[src/rtl/gene_pack_fifo.sv]
// Packs the gappy post-delete gene stream into a FWFT FIFO, counts node/conn genes
// and appends a count trailer. Optional drop counter: GENE_PACK_DROP_CNT_EN.
module gene_pack_fifo #(
  parameter int GENE_SZ = 64,
  parameter int ATTR_SZ = 8,
  parameter int DEPTH   = 16
) (
  input  logic               clk,
  input  logic               rst,
  input  logic               setup,
  input  logic               state,
  input  logic               last_in,
  input  logic [GENE_SZ-1:0] gene_in,
  input  logic               in_valid,
  input  logic               out_ready,
  output logic [GENE_SZ-1:0] gene_out,
  output logic               out_valid,
  output logic               out_last,
  output logic [ATTR_SZ-1:0] node_cnt,
  output logic [ATTR_SZ-1:0] conn_cnt,
  output logic [ATTR_SZ-1:0] drop_cnt,
  output logic               overflow,
  output logic               done
);

  localparam int PW = $clog2(DEPTH);
  localparam logic [ATTR_SZ-1:0] CNT_MAX = '1;

  typedef enum logic [2:0] {IDLE, STREAM, FLUSH, TRAIL, DONE} fsm_t;
  fsm_t fsm;

  logic [GENE_SZ-1:0] mem [DEPTH];
  logic [PW-1:0]      wr_ptr, rd_ptr;
  logic [PW:0]        occ;
  logic               state_d, last_d;
  logic               full, empty, draining, push, pop, drop;

  assign empty    = (occ == '0);
  assign full     = (occ == (PW+1)'(DEPTH));
  assign draining = (fsm == STREAM) || (fsm == FLUSH);
  assign pop      = draining && !empty && out_ready;
  assign push     = !setup && (fsm == STREAM) && in_valid && (!full || pop);
  assign drop     = !setup && in_valid && !push;

  always_comb begin
    out_valid = 1'b0;
    gene_out  = '0;
    out_last  = 1'b0;
    if (draining && !empty) begin
      out_valid = 1'b1;
      gene_out  = mem[rd_ptr];
    end else if (fsm == TRAIL) begin
      out_valid = 1'b1;
      out_last  = 1'b1;
      gene_out  = {{(GENE_SZ-2*ATTR_SZ){1'b0}}, node_cnt, conn_cnt};
    end
  end

  always_ff @(posedge clk) begin
    if (push) mem[wr_ptr] <= gene_in;
  end

  always_ff @(posedge clk or posedge rst) begin
    if (rst) begin
      fsm      <= IDLE;
      wr_ptr   <= '0;
      rd_ptr   <= '0;
      occ      <= '0;
      state_d  <= 1'b0;
      last_d   <= 1'b0;
      node_cnt <= '0;
      conn_cnt <= '0;
      overflow <= 1'b0;
      done     <= 1'b0;
    end else if (setup) begin
      fsm      <= STREAM;
      wr_ptr   <= '0;
      rd_ptr   <= '0;
      occ      <= '0;
      state_d  <= 1'b0;
      last_d   <= 1'b0;
      node_cnt <= '0;
      conn_cnt <= '0;
      overflow <= 1'b0;
      done     <= 1'b0;
    end else begin
      // Delay state/last by one clock so they line up with the delete stage output.
      state_d <= state;
      last_d  <= last_in;
      if (push) wr_ptr <= wr_ptr + 1'b1;
      if (pop)  rd_ptr <= rd_ptr + 1'b1;
      case ({push, pop})
        2'b10:   occ <= occ + 1'b1;
        2'b01:   occ <= occ - 1'b1;
        default: ;
      endcase
      if (push) begin
        if (!state_d) begin
          if (node_cnt != CNT_MAX) node_cnt <= node_cnt + 1'b1;
        end else begin
          if (conn_cnt != CNT_MAX) conn_cnt <= conn_cnt + 1'b1;
        end
      end
      if (drop) overflow <= 1'b1;
      case (fsm)
        IDLE:    ;
        STREAM:  if (last_d) fsm <= FLUSH;
        FLUSH:   if (empty) fsm <= TRAIL;
        TRAIL:   if (out_ready) begin
                   fsm  <= DONE;
                   done <= 1'b1;
                 end
        DONE:    ;
        default: fsm <= IDLE;
      endcase
    end
  end

`ifdef GENE_PACK_DROP_CNT_EN
  logic [ATTR_SZ-1:0] drop_q;
  always_ff @(posedge clk or posedge rst) begin
    if (rst)                            drop_q <= '0;
    else if (setup)                     drop_q <= '0;
    else if (drop && drop_q != CNT_MAX) drop_q <= drop_q + 1'b1;
  end
  assign drop_cnt = drop_q;
`else
  assign drop_cnt = '0;
`endif

endmodule

[config.mk]
export PLATFORM = sky130hd
export DESIGN_NAME = gene_pack_fifo
export DESIGN_NICKNAME = d
export VERILOG_FILES = /design/src/rtl/gene_pack_fifo.sv
export SDC_FILE = /design/constraint.sdc
export NUM_CORES = 1
export LEC_CHECK = 0
export BUFFER_PORTS_ARGS = -buffer_cell sky130_fd_sc_hd__buf_2
export CELL_PAD_IN_SITES_DETAIL_PLACEMENT = 1
export CELL_PAD_IN_SITES_GLOBAL_PLACEMENT = 2
export CORE_UTILIZATION = 53
export DETAILED_ROUTE_END_ITERATION = 10
export PLACE_DENSITY = 0.87
export SKIP_LAST_GASP = 1
export SYNTH_ARGS = -nofsm -noshare
export SYNTH_HDL_FRONTEND = slang
export SYNTH_SLANG_ARGS = --single-unit
[constraint.sdc]
create_clock -name clk -period 8.8 [get_ports clk]
set_input_delay 1.76 -clock clk [delete_from_list [all_inputs] [get_ports clk]]
set_output_delay 1.76 -clock clk [all_outputs]
set_load 0.01 [all_outputs]
==> impl_metrics.yaml, run 1 <==
status:
  status: "completed"
floorplan:
  pin_count: 163
  fp.dieArea_um2: 79240
  num_rows: 102
  initial_core_util_pct: 53.53
  fp.dieH_um: 281.5
  dieWidth_um: 281.5
  coreArea_um2: 77340
critical_path:
  worstRegToRegCells: 6
  crit_chain: "buf_4 -> mux4_2 -> nor2b_1 -> a211oi_1 -> a211oi_1 -> buf_2"
  critPathCaptureType: "output pin"
  crit_fanout: 58
  worstSetupStartpointType: "flip-flop"
  cp.arrival_ns: 4.04
  crit_family: "buffers and inverters"
  crit_path_max_incr_delay_ns: 0.96
  cp.required_ns: 7.04
  cp_slowest_cell: "dfrtp_4"
  path_class: "reg -> out"
  critPathMostFrequentCell: "a211oi_1"
  crit_cells: 6
  crit_buf_inv: 2
timing:
  min_period_over_period_pct: 65.94
  rsz0062_at_grt: "no"
  fin_worst_skew_ns: 0.01669
  fmax_mhz: 172.3
  hold_violations: 0
  setup_viol: 0
  fin_crit_ns: 5.803
  slew_headroom_pct: 22.04
  tns_ns: 0
  drv_slew: 0
  tightest_slew_ns: 1.169
global_routing:
  track_usage_pct: 25.70
  grt_first_pass_wirelength_um: 145900
  grt_start_max_net_pins: 172
  grt_pass1_vias: 21740
  overflow: 0
  antenna_found_initial: 18
clock_network:
  tritoncts: "done"
  hold_buffers: 0
  cts.clk_slew.worst_paths_ns: 0.06
  cts_resized: 0
  cts_buffer_depth: 3
  clkLatencyLatePin_ns: 0.65
  post_cts_buffers: 0
  cts_root_buffer: "clkbuf_16"
  clock_sinks: 1060
  cts_inserted_buffers: 102
  h-tree-depth: 3
routing:
  routed_wl_um: 100100
  num_vias: 20030
  avgRoutedWirePerCell_um: 31.37
  dr.first_iter.drc_count: 2061
  firstDrtPassIters: 5
  drc: 0
  avgViaCountPerCell: 6.275
  ant_nets: 0
synth:
  synth_area_leaders: "edfxtp_1, mux4_2, dfrtp_1, a211oi_1, mux2i_1"
  ys_types: 56
  synth_top_area_share_pct: 74.27
  yosys.area.top_type: "edfxtp_1"
  synth_edf_count: 1024
  ys_ff_latch: 1060
  synth_ff_type: "edfxtp_1"
  yosysWarnings: 0
  seq_area_frac_synth_pct: 76.45
  async_reset_ff_share_pct: 3.396
  avgSynthCellArea_um2: 21.98
  syn_inst: 1884
  synthesis.area_um2: 41400
power:
  power.leakage_nw: 14.53
  powerDensity_nw_per_um2: 259.1
  clock_power_share_pct: 37.4
  cell_internal_pwr_mw: 9.062
  irDropWorstVdd_mv: 0.2065
  p_comb_share_pct: 15.9
  power_mw: 12.09
  power_switching_mw: 3.025
  switching_share_pct: 25.02
  sequentialPowerShare_pct: 46.7
place:
  gp_congestion: 0.7444
  dp_hpwl_um: 51850
  dpl_cell_area_um2: 43200
  dp_cells: 2997
  port_buffers: 154
cells_and_area:
  postLayoutCoreUtil_pct: 60.32
  fin_cells: 3192
  final_area_um2: 46650
  syn_to_final_growth_pct: 12.69
  drive_above_1_share_pct: 29.99
  final_nets: 2143
hold_path:
  holdPathStages: 2
  hold_class: "reg -> reg"
run:
  maxCapViolCount: 0
==> cell usage after synthesis, drive strengths merged, types with 2 or more instances <==
cell type / count
a221o: 16
nand3: 8
ha: 10
and4: 4
nand4: 4
a22oi: 2
nor2b: 51
a211oi: 100
nand2: 19
inv: 11
nor4: 5
xor2: 6
clkbuf: 39
mux4: 257
nor2: 48
mux2: 16
and2: 12
dfrtp: 36
nor3: 7
and3: 2
mux2i: 67
edfxtp: 1024
or3: 2
a31o: 2
buf: 79
a21oi: 14
nand2b: 2
xnor2: 15
a41o: 2
nor3b: 3
o21ai: 6
==> cell type report <==
cell class                 count  area (µm²)
clock buffer                 117        2673
antenna                       11       27.53
clock inverter                67       757.0
multi-input combinational    702        9168
sequential                  1060       31670
inverter                      11       41.29
fill                        6461       30690
tap                         1040        1301
timing repair buffer         184        1021
==> worst min-delay path, delay by kind of cell (launching register included) <==
| family | cells | cell delay, ns |
|---|---|---|
| AO/OA/AOI/OAI | 1 | 0.04 |
| AND/OR/NAND/NOR | 1 | 0.07 |
| flip-flops | 1 | 0.34 |
==> power groups by stage <==
stage / Clock (mW) / Sequential [mW] / Combinational (mW)
6_report: 4.52 / 5.65 / 1.92
2_1_floorplan: 0 / 5.70 / 1.35
3_5_place_dp: 0 / 5.76 / 1.92
5_1_grt: 4.71 / 5.66 / 2.05
3_3_place_gp: 0 / 5.75 / 1.89
4_1_cts: 4.56 / 5.65 / 1.95
==> sequential cells by signal (all words and copies together), names as in the netlist <==
register,count
mem,1024
conn_cnt,8
node_cnt,8
occ,5
rd_ptr,4
wr_ptr,4
fsm,3
done,1
last_d,1
overflow,1
state_d,1
==> kinds of logic (layout without fill, tap and decap cells) <==
kind of cell | Yosys count | count (layout) | synth area share, %
adder cells (fa/ha/maj) | 11 | 11 | 0.3506
other | 1 | 19 | 0.009058
multiplexers | 340 | 340 | 16.04
XOR/XNOR | 21 | 21 | 0.4896
AND/OR/NAND/NOR | 174 | 174 | 2.333
AO/OA/AOI/OAI | 148 | 148 | 2.762
flip-flops | 1060 | 1060 | 76.45
buffers and inverters | 129 | 379 | 1.572
==> cell usage in the layout, fill, tap and decap left out, drive strengths merged, types with 3 or more instances in the layout <==
cell / synthesis / routed
mux2: 16 / 16
inv: 11 / 14
xor2: 6 / 6
nor2: 48 / 48
nor2b: 51 / 51
a21oi: 14 / 14
and2: 12 / 12
xnor2: 15 / 15
clkinvlp: 0 / 5
o21ai: 6 / 6
nand2: 19 / 19
a221o: 16 / 16
ha: 10 / 10
nand3: 8 / 8
nand4: 4 / 4
clkinv: 0 / 43
buf: 79 / 184
dfrtp: 36 / 36
and4: 4 / 4
nor3b: 3 / 3
nor4: 5 / 5
mux4: 257 / 257
mux2i: 67 / 67
edfxtp: 1024 / 1024
bufinv: 0 / 16
diode: 0 / 11
nor3: 7 / 7
a211oi: 100 / 100
clkbuf: 39 / 117
conb: 1 / 8
==> per-stage QoR <==
stage                     worst slack, ns  hold WS, ns
final                               2.997       0.4984
after global routing                2.676       0.5524
after CTS                           2.934       0.5054
after detailed placement            3.678       0.4899
after global placement              3.671       0.4915
after floorplan                     4.183       0.5264
==> final timing paths <==
check	start	endpoint	slack (ns)
min reg2reg	done	done	0.50
min in group asynchronous	rst	conn_cnt[0]	1.22
max reg2reg	fsm[1]	mem[7][41]	4.99
max in group asynchronous	rst	rd_ptr[3]	7.20
min	done	done	0.50
max	rd_ptr[2]	gene_out[21]	3.00
==> routing by layer <==
metal / global-route usage [%] / vias to the layer above / wire length (µm)
met4: 8.361 / 12 / 1978
met2: 43.48 / 839 / 51910
met5: 0 / - / 88
li1: - / 8279 / -
met3: 4.930 / 141 / 6653
met1: 33.82 / 10760 / 39510
Power figures use the tool's default switching activity.
==> inputs of run 2 (changes only) <==
--- a/config.mk
+++ b/config.mk
@@ -5,12 +5,13 @@
 export SDC_FILE = /design/constraint.sdc
 export NUM_CORES = 1
 export LEC_CHECK = 0
+export ABC_AREA = 1
 export BUFFER_PORTS_ARGS = -buffer_cell sky130_fd_sc_hd__buf_2
 export CELL_PAD_IN_SITES_DETAIL_PLACEMENT = 1
 export CELL_PAD_IN_SITES_GLOBAL_PLACEMENT = 2
-export CORE_UTILIZATION = 53
+export CORE_UTILIZATION = 43
 export DETAILED_ROUTE_END_ITERATION = 10
-export PLACE_DENSITY = 0.87
+export PLACE_DENSITY = 0.82
 export SKIP_LAST_GASP = 1
 export SYNTH_ARGS = -nofsm -noshare
 export SYNTH_HDL_FRONTEND = slang
==> constraint.sdc (replaced) <==
create_clock -name clk -period 6 [get_ports clk]
set_input_delay 1.2 -clock clk [delete_from_list [all_inputs] [get_ports clk]]
set_output_delay 1.2 -clock clk [all_outputs]
set_load 0.01 [all_outputs]
==> run 2 against run 1 <==
  * Combinational power increased to 2.5 times the previous value
  * Largest cell class unchanged
  * Clock power increased by 45%
  * Hold slack got worse by 0.017 ns
  * Sequential share of layout area fell by 2.7 points
  * Design area rose by 4.1%
  * Critical path type unchanged
  * First-iteration DRC count is 18% higher
==> impl_metrics.yaml, run 2 <==
synth:
  synthTopCellsByCount: "edfxtp_1, nor2_1, o21ai_0"
  yosysMostFrequentCell: "edfxtp_1"
  async_reset_ff_share_pct: 3.396
  ys_types: 30
  syn_inst: 3574
  ys_ff_latch: 1060
  synth_edf_count: 1024
  yosysWarnings: 0
  avgSynthCellArea_um2: 12.10
  seq_area_frac_synth_pct: 73.19
  yosys.area.top_type: "edfxtp_1"
  synth_area_leaders: "edfxtp_1, nor2_1, o21ai_0, nand3_1, nand2_1"
  synth_ff_type: "edfxtp_1"
  synthesis.area_um2: 43240
  synth_top_area_share_pct: 71.11
global_routing:
  antenna_found_initial: 11
  met1_usage_pct: 31.32
  busiest_layer: "met2"
  met3_usage_pct: 3.550
  grt_start_max_net_pins: 201
  overflow: 0
  use_met2_pct: 40.63
  grt_pass1_vias: 29940
  track_usage_pct: 23.65
  grt_first_pass_wirelength_um: 183100
clock_network:
  h-tree-depth: 3
  tritoncts: "done"
  post_cts_buffers: 0
  cts_buffer_depth: 3
  clock_sinks: 1060
  cts_resized: 0
  cts_root_buffer: "clkbuf_16"
  hold_buffers: 0
  clkLatencyLatePin_ns: 0.70
  cts_inserted_buffers: 111
  cts.clk_slew.worst_paths_ns: 0.06
cells_and_area:
  regMostFlops: "mem"
  final_nets: 3760
  drive_above_1_share_pct: 10.32
  fillers: 10260
  final_common_cell: "edfxtp_1"
  largestRegisters: "mem x1024, conn_cnt x8, node_cnt x8"
  syn_to_final_growth_pct: 12.36
  layout_common_cells: "edfxtp_1, nor2_1, o21ai_0"
  largest_reg_flops: 1024
place:
  gp_congestion: 0.7493
  dp_hpwl_um: 62770
  port_buffers: 154
power:
  powerDensity_nw_per_um2: 406.8
  power_switching_mw: 6.450
  power_mw: 19.77
  cell_internal_pwr_mw: 13.32
  p_comb_share_pct: 24.4
  switching_share_pct: 32.63
  clock_power_share_pct: 33.2
  sequentialPowerShare_pct: 42.4
  irDropWorstVdd_mv: 0.4904
  power.leakage_nw: 16.84
timing:
  hold_violations: 0
  fmax_mhz: 207.5
  setup_viol: 0
  fin_crit_ns: 4.820
  timing.hold.ws_ns: 0.4815
  min_period_over_period_pct: 80.33
  slew_headroom_pct: 24.21
  tns_ns: 0
  fin_worst_skew_ns: 0.02808
  drv_slew: 0
  tightest_slew_ns: 1.137
  rsz0062_at_grt: "no"
critical_path:
  worstSetupStartpointType: "flip-flop"
  critPathCaptureType: "output pin"
  reg2reg_slack_ns: 2.87
  worstRegToRegCells: 9
  rr_endpoint: "mem[8][63]"
  cp_slowest_cell: "dfrtp_4"
  cp.arrival_ns: 3.62
  crit_path_max_incr_delay_ns: 0.69
  crit_fanout: 193
  crit_chain: "buf_12 -> nor2_1 -> nor2_1 -> o21ai_1 -> nand3_1 -> nand3_1 -> a21oi_1 -> buf_2"
  path_class: "reg -> out"
  cp.required_ns: 4.80
  crit-reg2reg-launch: "fsm[2]"
floorplan:
  num_rows: 115
  fp.dieArea_um2: 101800
  coreArea_um2: 98990
  dieWidth_um: 319.1
  fp.dieH_um: 319.1
  initial_core_util_pct: 43.68
  pin_count: 163
status:
  status: "completed"
hold_path:
  holdPathStages: 2
  hold_class: "reg -> reg"
  worstHoldStart: "overflow"
  min_to: "overflow"
routing:
  drc: 0
  avgRoutedWirePerCell_um: 23.70
  avgViaCountPerCell: 5.604
  num_vias: 28340
  routed_wl_um: 119800
  ant_nets: 0
  firstDrtPassIters: 5
  dr.first_iter.drc_count: 2422
run:
  maxCapViolCount: 0
run 2: cell count changes after synthesis, sizes merged, moves of 51 or more:
| cell | previous run | this run |
|---|---|---|
| nor2 | 48 | 909 |
| o21ai | 6 | 507 |
| mux4 | 257 | 0 |
| a21oi | 14 | 103 |
| clkbuf | 39 | 103 |
| mux2i | 67 | 0 |
| nor2b | 51 | 0 |
| inv | 11 | 96 |
| o211ai | 1 | 114 |
| nand3 | 8 | 251 |
| a211oi | 100 | 0 |
| nand2 | 19 | 262 |
run 2: cell families after synthesis:
kind of cell    Yosys count  share of synthesized area [%]
simple gates           1433                          13.26
flops                  1060                          73.19
compound gates          725                          9.057
buf+inv                 330                          3.857
xor+xnor                 14                         0.2835
fa+ha+maj                11                         0.3356
other cells               1                       0.008672
run 2: final cells by class:
| class | instances | area (µm²) | share of cell area, % |
|---|---|---|---|
| sequential | 1060 | 31670 | 65.17 |
| multi-input combinational | 2191 | 10080 | 20.74 |
| clock buffer | 142 | 2937 | 6.044 |
| tap | 1287 | 1610 | 3.314 |
| timing repair buffer | 216 | 1424 | 2.931 |
| clock inverter | 62 | 481.7 | 0.9915 |
| inverter | 98 | 387.9 | 0.7983 |
| antenna | 1 | 2.502 | 0.005151 |
run 2: worst max-delay path by stage:
stage	start	cells after the start	to	slack (ns)
final	rd_ptr[0]	8	gene_out[55]	1.18
after CTS	rd_ptr[1]	8	gene_out[27]	1.23
after detailed placement	setup	8	mem[8][12]	1.99
after global placement	setup	8	mem[8][16]	2.02
after floorplan	in_valid	7	mem[0][0]	0.90
after global routing	rd_ptr[0]	6	gene_out[55]	1.11
run 2: metal layers:
layer | part of all wire, % | up-vias | wire, µm
met3 | 4.6 | 168 | 5480
met5 | 0.070 | - | 84
met4 | 2.0 | 12 | 2445
met1 | 44 | 14610 | 52180
li1 | - | 12890 | -
met2 | 50 | 657 | 59640
run 2: worst max-delay path, delay by kind of cell, from the launching register on:
kind | cells | cell delay, ns
and+or+nand+nor | 4 | 0.47
buffers and inverters | 2 | 0.72
DFF | 1 | 0.69
AOI/OAI and AO/OA | 2 | 0.64
run 2: power by group through the flow:
stage	combinational, mW	clock (mW)	sequential (mW)
CTS	4.92	6.67	8.38
floorplan	3.28	0	8.48
global placement	4.76	0	8.52
finish	4.83	6.56	8.37
detailed placement	4.87	0	8.53
global route	5.37	6.94	8.39
run 2: stage by stage:
stage	setup slack, ns	instances	utilization (%)	instance area [µm²]
2_1_floorplan	0.8966	3581	-	43270
3_3_place_gp	2.017	4852	45.62	45160
3_5_place_dp	1.992	4852	45.62	45160
4_1_cts	1.230	5056	49.08	48580
5_1_grt	1.109	5057	49.08	48590
6_report	1.180	5057	49.08	48590
